$ cat config.mk
export PLATFORM = sky130hd
export DESIGN_NAME = bit_serial_subtractor
export DESIGN_NICKNAME = d
export VERILOG_FILES = /design/src/rtl/bit_serial_subtractor.sv
export SDC_FILE = /design/constraint.sdc
export NUM_CORES = 1
export LEC_CHECK = 0
export BUFFER_PORTS_ARGS = -buffer_cell sky130_fd_sc_hd__buf_2
export CORE_MARGIN = 2
export CORE_UTILIZATION = 35
export DETAILED_ROUTE_END_ITERATION = 6
export PLACE_DENSITY = 0.63
export SYNTH_ARGS = -nofsm -noshare
export SYNTH_HDL_FRONTEND = slang
export SYNTH_SLANG_ARGS = --single-unit
$ cat constraint.sdc
create_clock -name clk -period 1.3 [get_ports clk]
set_input_delay 0.13 -clock clk [delete_from_list [all_inputs] [get_ports clk]]
set_output_delay 0.13 -clock clk [all_outputs]
set_load 0.02 [all_outputs]
$ cat src/rtl/bit_serial_subtractor.sv
// rtl/bit_serial_subtractor.sv - LSB-first bit-serial unsigned subtractor with start/done handshake
//
// Computes (data_a - data_b) mod 2^NOF_BITS one bit per clock and reports the
// final borrow (data_a < data_b).
//
// Ports:
//   clk         clock, all state on posedge
//   rst_n       asynchronous active-low reset
//   start       request, sampled only while idle
//   data_a      minuend, captured on the accepting edge
//   data_b      subtrahend, captured on the accepting edge
//   data_out    registered difference, held until the next result
//   borrow_out  registered final borrow, updated with data_out
//   busy        high while an operation is in flight
//   done        one-cycle pulse when data_out/borrow_out are newly valid
module bit_serial_subtractor #(
    parameter int NOF_BITS = 8
) (
    input  logic                clk,
    input  logic                rst_n,
    input  logic                start,
    input  logic [NOF_BITS-1:0] data_a,
    input  logic [NOF_BITS-1:0] data_b,
    output logic [NOF_BITS-1:0] data_out,
    output logic                borrow_out,
    output logic                busy,
    output logic                done
);

    localparam int CW = $clog2(NOF_BITS);
    localparam logic [CW-1:0] LAST_BIT = CW'(NOF_BITS - 1);

    typedef enum logic {
        IDLE = 1'b0,
        RUN  = 1'b1
    } state_t;

    state_t state;
    state_t next_state;

    logic [NOF_BITS-1:0] sa;
    logic [NOF_BITS-1:0] sb;
    // Holds the NOF_BITS-1 result bits produced so far; the bit produced on the
    // completing edge goes straight to data_out, so no extra flop is needed.
    logic [NOF_BITS-2:0] sr;
    logic                bor;
    logic [CW-1:0]       cnt;

    logic                a0;
    logic                b0;
    logic                d;
    logic                bor_next;
    logic                last;
    logic [NOF_BITS-1:0] sr_next;

    always_comb begin
        a0         = sa[0];
        b0         = sb[0];
        d          = a0 ^ b0 ^ bor;
        bor_next   = (~a0 & b0) | (~(a0 ^ b0) & bor);
        sr_next    = {d, sr};
        last       = (cnt == LAST_BIT);
        next_state = state;
        case (state)
            IDLE:    if (start) next_state = RUN;
            RUN:     if (last)  next_state = IDLE;
            default: next_state = IDLE;
        endcase
    end

    always_ff @(posedge clk or negedge rst_n) begin
        if (!rst_n) begin
            state <= IDLE;
        end else begin
            state <= next_state;
        end
    end

    always_ff @(posedge clk or negedge rst_n) begin
        if (!rst_n) begin
            sa         <= '0;
            sb         <= '0;
            sr         <= '0;
            bor        <= 1'b0;
            cnt        <= '0;
            data_out   <= '0;
            borrow_out <= 1'b0;
            done       <= 1'b0;
        end else begin
            done <= 1'b0;
            case (state)
                IDLE: begin
                    if (start) begin
                        sa  <= data_a;
                        sb  <= data_b;
                        bor <= 1'b0;
                        cnt <= '0;
                    end
                end
                RUN: begin
                    sa  <= {1'b0, sa[NOF_BITS-1:1]};
                    sb  <= {1'b0, sb[NOF_BITS-1:1]};
                    sr  <= sr_next[NOF_BITS-1:1];
                    bor <= bor_next;
                    if (last) begin
                        data_out   <= sr_next;
                        borrow_out <= bor_next;
                        done       <= 1'b1;
                        cnt        <= '0;
                    end else begin
                        cnt <= cnt + 1'b1;
                    end
                end
                default: ;
            endcase
        end
    end

    assign busy = (state == RUN);

endmodule

==> impl_metrics.tcl, run 1 <==
set metrics [dict create \
    status "finished, final reports clean" \
    rows 25 \
    grt_first_pass_wirelength_mm 4.899 \
    final_hold_viol_count 0 \
    synth_top_family_by_area "multiplexers" \
    initialDrtViolationCount 30 \
    syn_nets 147 \
    crit_fanout 5 \
    drt-pass1-iter-count 4 \
    post_synth_instance_area_um2 1660 \
    slew_headroom_pct 81.15 \
    fin_cells 219 \
    crit_slowest_cell "dfrtp_1" \
    cap_violations 0 \
    worst-r2r-setup-slack_ps 10 \
    viasPerCell 4.731 \
    root_buffer "clkbuf_8" \
    htreeDepth 2 \
    crit_arrival_ps 1450 \
    yosysSeqAreaShare_pct 57.27 \
    fmax_mhz 777.8 \
    period_share_pct 98.90 \
    setup_viol_count_final 0 \
    ys_seq_elements 38 \
    rsz0062_at_grt "yes" \
    wl_mm 2.789 \
    cp.required_ps 1470 \
    synthMuxAreaShare_pct 23.13 \
    drv_slew 0 \
    io_buffer_count 29 \
    core_area_um2 4661 \
    place_inst 208 \
    crit_family "adder cells" \
    io_pins 30 \
    path_cells "ha_2 -> ha_4 -> nand2_4 -> mux2_4" \
    cts-buffers-inserted 5 \
    vdd_ir_drop_max_v 0.0007750 \
    n_fill_cell 440 \
    cts_num_sinks 38 \
    clock_latency_ps 280 \
    critPathCaptureType "flip-flop" \
    dieHeight_um 72.88 \
    power_uw 4587 \
    gr-total-overflow 0 \
    grt.total_usage_pct 12.16 \
    crit_buf_inv 0 \
    grt_pass1_vias 1049 \
    syn_area_per_cell_um2 13.28 \
    gp_congestion 0.6735 \
    drc_errors 0 \
    via_count 1036 \
    clk_path_buf_depth 2 \
    synth_compound_area_share_pct 6.405 \
    synth_fa_ha_area_share_pct 2.713 \
    p_leak_uw 0.001020 \
    slowest_delay_ps 380 \
    dp_hpwl_mm 1.909 \
    synth-simple-area-share_pct 6.179 \
    hold_class "in -> reg" \
    path_class "reg -> reg" \
    antenna_cells 0 \
    synth_xor_area_share_pct 0 \
    period_needed_ps 1286 \
    die_width_um 72.88 \
    nNetsFinal 187 \
    cp-start-kind "flip-flop" \
    start_util_pct 35.62 \
    antenna_found_initial 0 \
    grt_max_degree 39 \
    postSynthCellCount 125 \
    final_core_util_pct 43.46 \
    clkSlewWorstSetupHoldPaths_ps 60 \
    whs_ps 86.42 \
    synth_warnings 0 \
    drive_gt1_share_pct 38.18 \
    synth_cell_types 19 \
    fin_skew_ps 4.266 \
    die_area_um2 5311 \
    power_density_nw_per_um2 2264 \
    postRouteAntennaNets 0 \
    cts_tree "done" \
    worst_pin_slew_ps 282.8 \
    wl_per_cell_um 12.74 \
    syn2layout_area_growth_pct 22.00 \
]
[cells in the mapped netlist]
cell	n	share of area, %
mux2_2	3	2.0
o21ai_0	15	4.5
inv_1	5	1.1
buf_2	2	0.60
clkbuf_2	1	0.30
mux2_4	12	11
a22o_1	2	1.1
ha_1	2	1.5
mux2i_1	17	10
nand2b_1	3	1.1
dfrtp_1	38	57
buf_6	2	1.4
nand2_8	1	1.2
nor2_1	3	0.68
o22ai_1	1	0.38
buf_4	2	0.90
o31ai_1	1	0.45
nand2_1	14	3.2
fa_1	1	1.2
[tightest hold or removal path, stage by stage]
cell and delay, ps:
buf_2 70, mux2i_1 50, nor2_1 70
[metal layers]
layer	track usage (%)	vias up	share of wire, %
met4	3.704	0	1.5
met1	14.97	486	44
met3	4.282	8	6.3
met2	20.10	33	48
met5	0	-	0
li1	-	509	-
[registers in the layout (all words and copies together), names as in the netlist]
register,flops
bor,1
borrow_out,1
busy,1
cnt,3
data_out,8
done,1
sa,8
sb,8
sr,7
[logic make-up (layout without fill, tap and decap cells)]
| kind of cell | after synthesis | after routing |
|---|---|---|
| buf+inv | 12 | 51 |
| flops | 38 | 38 |
| simple gates | 21 | 22 |
| compound gates | 19 | 19 |
| fa+ha+maj | 3 | 3 |
| mux | 32 | 32 |
[report_power, final]
part / switching [µW] / leakage, µW / internal, µW
sequential: 314 / 0.000465 / 1720
clock: 361 / 0.0000383 / 369
combinational: 849 / 0.000517 / 974
total: 1520 / 0.00102 / 3060
[repair_timing]
action | in CTS | in global routing
gates resized for setup | 2 | 1
cloned | 1 | 0
pin swaps | 3 | 3
endpoints found under the setup margin | 9 | 9
setup buffers | 2 | 0
hold buffers | 1 | 0
endpoints found under the hold margin | 38 | 0
[area by class of cell]
| cell class | instances | area (µm²) | share of cell area, % |
|---|---|---|---|
| Multi-Input combinational cell | 76 | 664.4 | 32.80 |
| Inverter | 5 | 18.77 | 0.9265 |
| Clock buffer | 7 | 76.32 | 3.768 |
| Sequential cell | 38 | 950.9 | 46.94 |
| Timing Repair Buffer | 39 | 247.7 | 12.23 |
| Tap cell | 54 | 67.56 | 3.335 |
[worst paths after layout]
check	from	endpoint	cells past startpoint
worst max-delay path	cnt[1]	data_out[7]	4
worst min-delay path	data_a[7]	sa[7]	3
worst max register to register	cnt[1]	data_out[7]	4
worst min register to register	sb[4]	sb[3]	2
max in group asynchronous	rst_n	borrow_out	3
min in group asynchronous	rst_n	data_out[5]	3
[placed cells by master, fill, tap and decap left out]
cell           count
dfrtp_1           38
buf_2             29
mux2i_1           17
o21ai_0           15
nand2_1           14
mux2_4            12
buf_4              7
clkbuf_8           5
inv_1              4
nand2b_1           3
nor2_1             3
mux2_2             3
a22o_1             2
clkbuf_1           2
buf_12             2
inv_2              1
nand2_8            1
o22ai_1            1
o31ai_1            1
fa_1               1
ha_2               1
ha_4               1
nand2_4            1
dlygate4sd3_1      1
[stage by stage]
stage	setup TNS (ps)	area (µm²)	setup WS (ps)
2_1_floorplan	0	1663	2.039
3_3_place_gp	-0.9270	1901	-0.3941
3_5_place_dp	-246.3	1901	-42.52
4_1_cts	-3.566	2026	-3.566
5_1_grt	-179.4	2026	-30.96
6_report	0	2026	14.28
Power figures use the tool's default switching activity.
==> inputs of run 2 (changes only) <==
BUFFER_PORTS_ARGS = unset   (was -buffer_cell sky130_fd_sc_hd__buf_2)
CORE_MARGIN = 5   (was 2)
DONT_BUFFER_PORTS = 1   (was unset)
PLACE_DENSITY = 0.58   (was 0.63)
SLEW_MARGIN = 40   (was unset)
==> run 2 against run 1 <==
Compared with the run above: the flow now finishes with violations (negative setup slack); final area decreased by 3.6%; final cell count decreased by 11%; utilization decreased by 1.6 points; via count decreased by 7.2%; wire length increased by 2.5%; clock skew about the same; die area increased by 17%; setup slack got worse by 25 ps; clock power increased by 12%; maximum frequency decreased by 1.9%; largest cell class unchanged.
==> impl_metrics.tcl, run 2 (same netlist as run 1, synthesis figures left out) <==
set metrics [dict create \
    status "finished, violations left" \
    violations "negative setup slack" \
    viasPerCell 4.903 \
    dp_hpwl_mm 1.956 \
    period_share_pct 100.8 \
    setup_slack_ps -10.63 \
    crit_arrival_ps 1480 \
    via_count 961 \
    period_needed_ps 1311 \
    clkSlewWorstSetupHoldPaths_ps 70 \
    final_area_um2 1952 \
    hold_class "in -> reg" \
    slew_headroom_pct 83.81 \
    nNetsFinal 163 \
    drive_gt1_share_pct 28.87 \
    power_uw 4663 \
    drv_slew 0 \
    place_inst 176 \
    setup.worst_path.start "sa[0]" \
    rr_startpoint "sa[0]" \
    cts_tree "done" \
    core_area_um2 4661 \
    fin_skew_ps 4.559 \
    gr-total-overflow 0 \
    die_width_um 78.88 \
    cp-start-kind "flip-flop" \
    clock_latency_ps 280 \
    grt_first_pass_wirelength_mm 4.781 \
    start_util_pct 35.62 \
    crit_fanout 2 \
    drt-pass1-iter-count 4 \
    final_common_cell "dfrtp_1" \
    cts-buffers-inserted 5 \
    placed_area_um2 1734 \
    cp.required_ps 1470 \
    wl_mm 2.859 \
    setup_viol_count_final 1 \
    drc_errors 0 \
    rsz0062_at_grt "yes" \
    cap_violations 0 \
    cts_num_sinks 38 \
    root_buffer "clkbuf_8" \
    htreeDepth 2 \
    endpoint "data_out[7]" \
    dieHeight_um 78.88 \
    fin_cells 196 \
    syn2layout_area_growth_pct 17.56 \
    worst_pin_slew_ps 242.9 \
    reg2reg_depth 2 \
    top_regs "data_out (8), sa (8), sb (8)" \
    r2r-end "data_out[7]" \
    clk_path_buf_depth 2 \
    power_density_nw_per_um2 2389 \
    final_core_util_pct 41.88 \
    final_hold_viol_count 0 \
    grt_max_degree 39 \
    p_leak_uw 0.0009455 \
    die_area_um2 6221 \
    worst-r2r-setup-slack_ps -10 \
    layout_common_cells "dfrtp_1, mux2i_1, o21ai_0" \
    grt_pass1_vias 993 \
    initialDrtViolationCount 25 \
    critPathCaptureType "flip-flop" \
    io_buffer_count 0 \
    antenna_cells 0 \
    postRouteAntennaNets 0 \
    path_class "reg -> reg" \
    fmax_mhz 763.0 \
    io_pins 30 \
    rows 25 \
    gp_congestion 0.6594 \
    grt.total_usage_pct 9.995 \
    wl_per_cell_um 14.59 \
    antenna_found_initial 0 \
    vdd_ir_drop_max_v 0.0008991 \
]
run 2: cell types whose count changed in the layout (fill, tap and decap cells not counted), sizes merged:
cell and delta:
buf -26, clkinv +1, dlygate4sd3 +2
run 2: through the flow:
stage / hold WS, ps / TNS, ps / worst slack, ps
after floorplan: -165.6 / 0 / 2.039
after global placement: -164.6 / -35.93 / -4.794
after detailed placement: -164.5 / -301.8 / -41.56
after CTS: 1.539 / -55.53 / -35.05
after global routing: 23.41 / -215.0 / -40.54
final: 10.40 / -10.63 / -10.63
run 2: how the worst min path moves through the flow:
stage | start | end | slack [ps] | cells past startpoint
6_report | start | sb[7] | 10 | 2
3_5_place_dp | rst_n | data_out[5] | -160 | 0
2_1_floorplan | rst_n | bor | -170 | 0
4_1_cts | start | sb[7] | 2 | 2
3_3_place_gp | rst_n | done | -160 | 0
5_1_grt | start | sb[7] | 20 | 2
run 2: timing repair:
item                                    in CTS  in global routing
gates resized for setup                      3                  1
endpoints found under the setup margin      10                 10
gates cloned                                 1                  0
buffers inserted                             6                  1
pin swaps                                    1                  1
hold buffers                                 4                  0
endpoints found under the hold margin       41                  0
run 2: final cells by class:
class | instances | area (µm²)
Fill cell | 440 | 2709
Sequential cell | 38 | 952.2
Multi-Input combinational cell | 76 | 664.4
Timing Repair Buffer | 15 | 157.7
Clock buffer | 7 | 86.33
Tap cell | 54 | 67.56
Inverter | 5 | 18.77
Clock inverter | 1 | 5.005
run 2: per-layer routing:
metal | global-route usage (%) | share of wire, %
met5 | 0 | 0
met4 | 4.124 | 1.9
met3 | 5.896 | 11
met2 | 15.03 | 45
met1 | 11.59 | 43
run 2: where the power goes:
| group | internal [µW] | switching, µW |
|---|---|---|
| registers | 1720 | 533 |
| logic | 970 | 619 |
| clock network | 428 | 393 |
| total | 3120 | 1550 |
run 2: critical path: stages (launching register included):
cell and delay [ps]:
dfrtp_1 400, fa_1 510, mux2_4 290
==> inputs of run 3 (changes only) <==
PLACE_DENSITY = 0.56   (was 0.58)
SETUP_SLACK_MARGIN = 0.02   (was unset)
clock period = 1.6 ns   (was 1.3 ns; I/O delays follow)
==> run 3 against run 2 <==
Compared with the run above: the flow now finishes without violations; setup slack improved by 170 ps; sequential share of layout area increased by 3.6 points; first-iteration DRC count decreased by 4.0%; critical path type unchanged; largest cell class unchanged; highest routed layer unchanged.
==> impl_metrics.tcl, run 3 (same netlist as run 1, synthesis figures left out) <==
set metrics [dict create \
    antenna_cells 0 \
    cts_num_sinks 38 \
    grt_pass1_vias 998 \
    io_buffer_count 0 \
    crit_arrival_ps 1600 \
    rows 25 \
    via_count 911 \
    clock_latency_ps 280 \
    clkPwrFrac_pct 17.4 \
    htreeDepth 2 \
    root_buffer "clkbuf_8" \
    die_width_um 78.88 \
    r2r-end "data_out[6]" \
    min_path_cells 2 \
    postRouteAntennaNets 0 \
    cts-buffers-inserted 5 \
    cp.required_ps 1760 \
    fin_skew_ps 7.739 \
    hold_class "in -> reg" \
    period_share_pct 89.81 \
    period_needed_ps 1437 \
    cts_tree "done" \
    hold_end "busy" \
    wl_per_cell_um 15.11 \
    worst_pin_slew_ps 425.3 \
    p_seq_share_pct 54.0 \
    critPathCaptureType "flip-flop" \
    gr-total-overflow 0 \
    power_density_nw_per_um2 1921 \
    layout_common_cells "dfrtp_1, mux2i_1, o21ai_0" \
    reg2reg_depth 4 \
    setup_viol_count_final 0 \
    wl_mm 2.780 \
    initialDrtViolationCount 24 \
    slew_headroom_pct 71.64 \
    status "finished, final reports clean" \
    power.switching_uw 1163 \
    rsz0062_at_grt "no" \
    top_regs "data_out (8), sa (8), sb (8)" \
    vdd_ir_drop_max_v 0.0006558 \
    gp_congestion 0.6612 \
    p_int_uw 2326 \
    dieHeight_um 78.88 \
    fin_tns_setup_ps 0 \
    clkSlewWorstSetupHoldPaths_ps 70 \
    cap_violations 0 \
    fin_cells 184 \
    place_inst 173 \
    grt.total_usage_pct 9.821 \
    swShare_pct 33.34 \
    final_common_cell "dfrtp_1" \
    syn2layout_area_growth_pct 9.420 \
    cts_setup_buffers 0 \
    final_hold_viol_count 0 \
    drive_gt1_share_pct 18.46 \
    viasPerCell 4.951 \
    crit_fanout 10 \
    post_cts_resized 0 \
    path_class "reg -> reg" \
    combPwrFrac_pct 28.6 \
    start_util_pct 35.62 \
    hold_path_startpoint "start" \
    core_area_um2 4661 \
    cp-start-kind "flip-flop" \
    p_leak_uw 0.0008788 \
    drv_slew 0 \
    drc_errors 0 \
    grt_max_degree 39 \
    dp_hpwl_mm 1.931 \
    antenna_found_initial 0 \
    drt-pass1-iter-count 4 \
    fmax_mhz 695.9 \
    worst-r2r-setup-slack_ps 160 \
    clk_path_buf_depth 2 \
    rr_startpoint "cnt[0]" \
    grt_first_pass_wirelength_mm 4.698 \
    io_pins 30 \
    die_area_um2 6221 \
    nNetsFinal 151 \
]
[run 3: changes by cell type in the layout (fill, tap and decap cells not counted), moves of 2 or more]
cell,change
buf_4,-9
clkbuf_1,+2
ha_1,+2
inv_1,+2
inv_2,-2
[run 3: power groups by stage]
stage / Clock, µW / Sequential [µW] / Combinational, µW
6_report: 607 / 1880 / 998
5_1_grt: 688 / 1950 / 1140
4_1_cts: 630 / 1900 / 1020
3_5_place_dp: 0 / 1910 / 988
3_3_place_gp: 0 / 1880 / 946
2_1_floorplan: 0 / 1760 / 939
[run 3: final cells by class]
class / count / area (µm²)
well taps: 54 / 67.56
inverters: 5 / 18.77
clock buffers: 8 / 80.08
fillers: 455 / 2844
flip-flops and latches: 38 / 952.2
multi-input cells: 75 / 638.1
repair buffers: 4 / 60.06
[run 3: repair_timing]
action	in CTS	in global routing
hold buffers	3	0
setup endpoints to repair	0	0
hold endpoints to repair	39	0
[run 3: layer usage]
layer | GRT usage (%) | part of all wire (%) | vias up
li1 | - | - | 433
met1 | 11.43 | 42 | 438
met2 | 15.28 | 46 | 34
met5 | 0 | 0 | -
met4 | 3.608 | 1.5 | 0
met3 | 5.329 | 11 | 6
[run 3: critical path, cell delays in order, from the launching register on]
cell and delay (ps):
dfrtp_1 400, ha_1 210, ha_1 250, nand2_8 150
mux2_4 310
[run 3: worst max path at each step]
| stage | from | endpoint | slack (ps) | cells after the start |
|---|---|---|---|---|
| 2_1_floorplan | cnt[0] | data_out[0] | 240 | 4 |
| 6_report | cnt[0] | data_out[6] | 160 | 4 |
| 5_1_grt | cnt[0] | data_out[6] | 80 | 4 |
| 4_1_cts | cnt[0] | data_out[6] | 150 | 4 |
| 3_3_place_gp | cnt[0] | data_out[6] | 210 | 4 |
| 3_5_place_dp | cnt[0] | data_out[0] | 160 | 4 |
[run 3: through the flow]
stage	util, %	power [µW]	setup WS, ps	cell area [µm²]	hold WS, ps
2_1_floorplan	-	2700	236.5	1660	-135.6
3_3_place_gp	36.40	2830	211.1	1697	-134.6
3_5_place_dp	36.40	2900	163.9	1697	-134.6
4_1_cts	38.98	3546	146.3	1817	23.50
5_1_grt	38.98	3778	79.93	1817	52.71
6_report	38.98	3490	163.0	1817	27.17
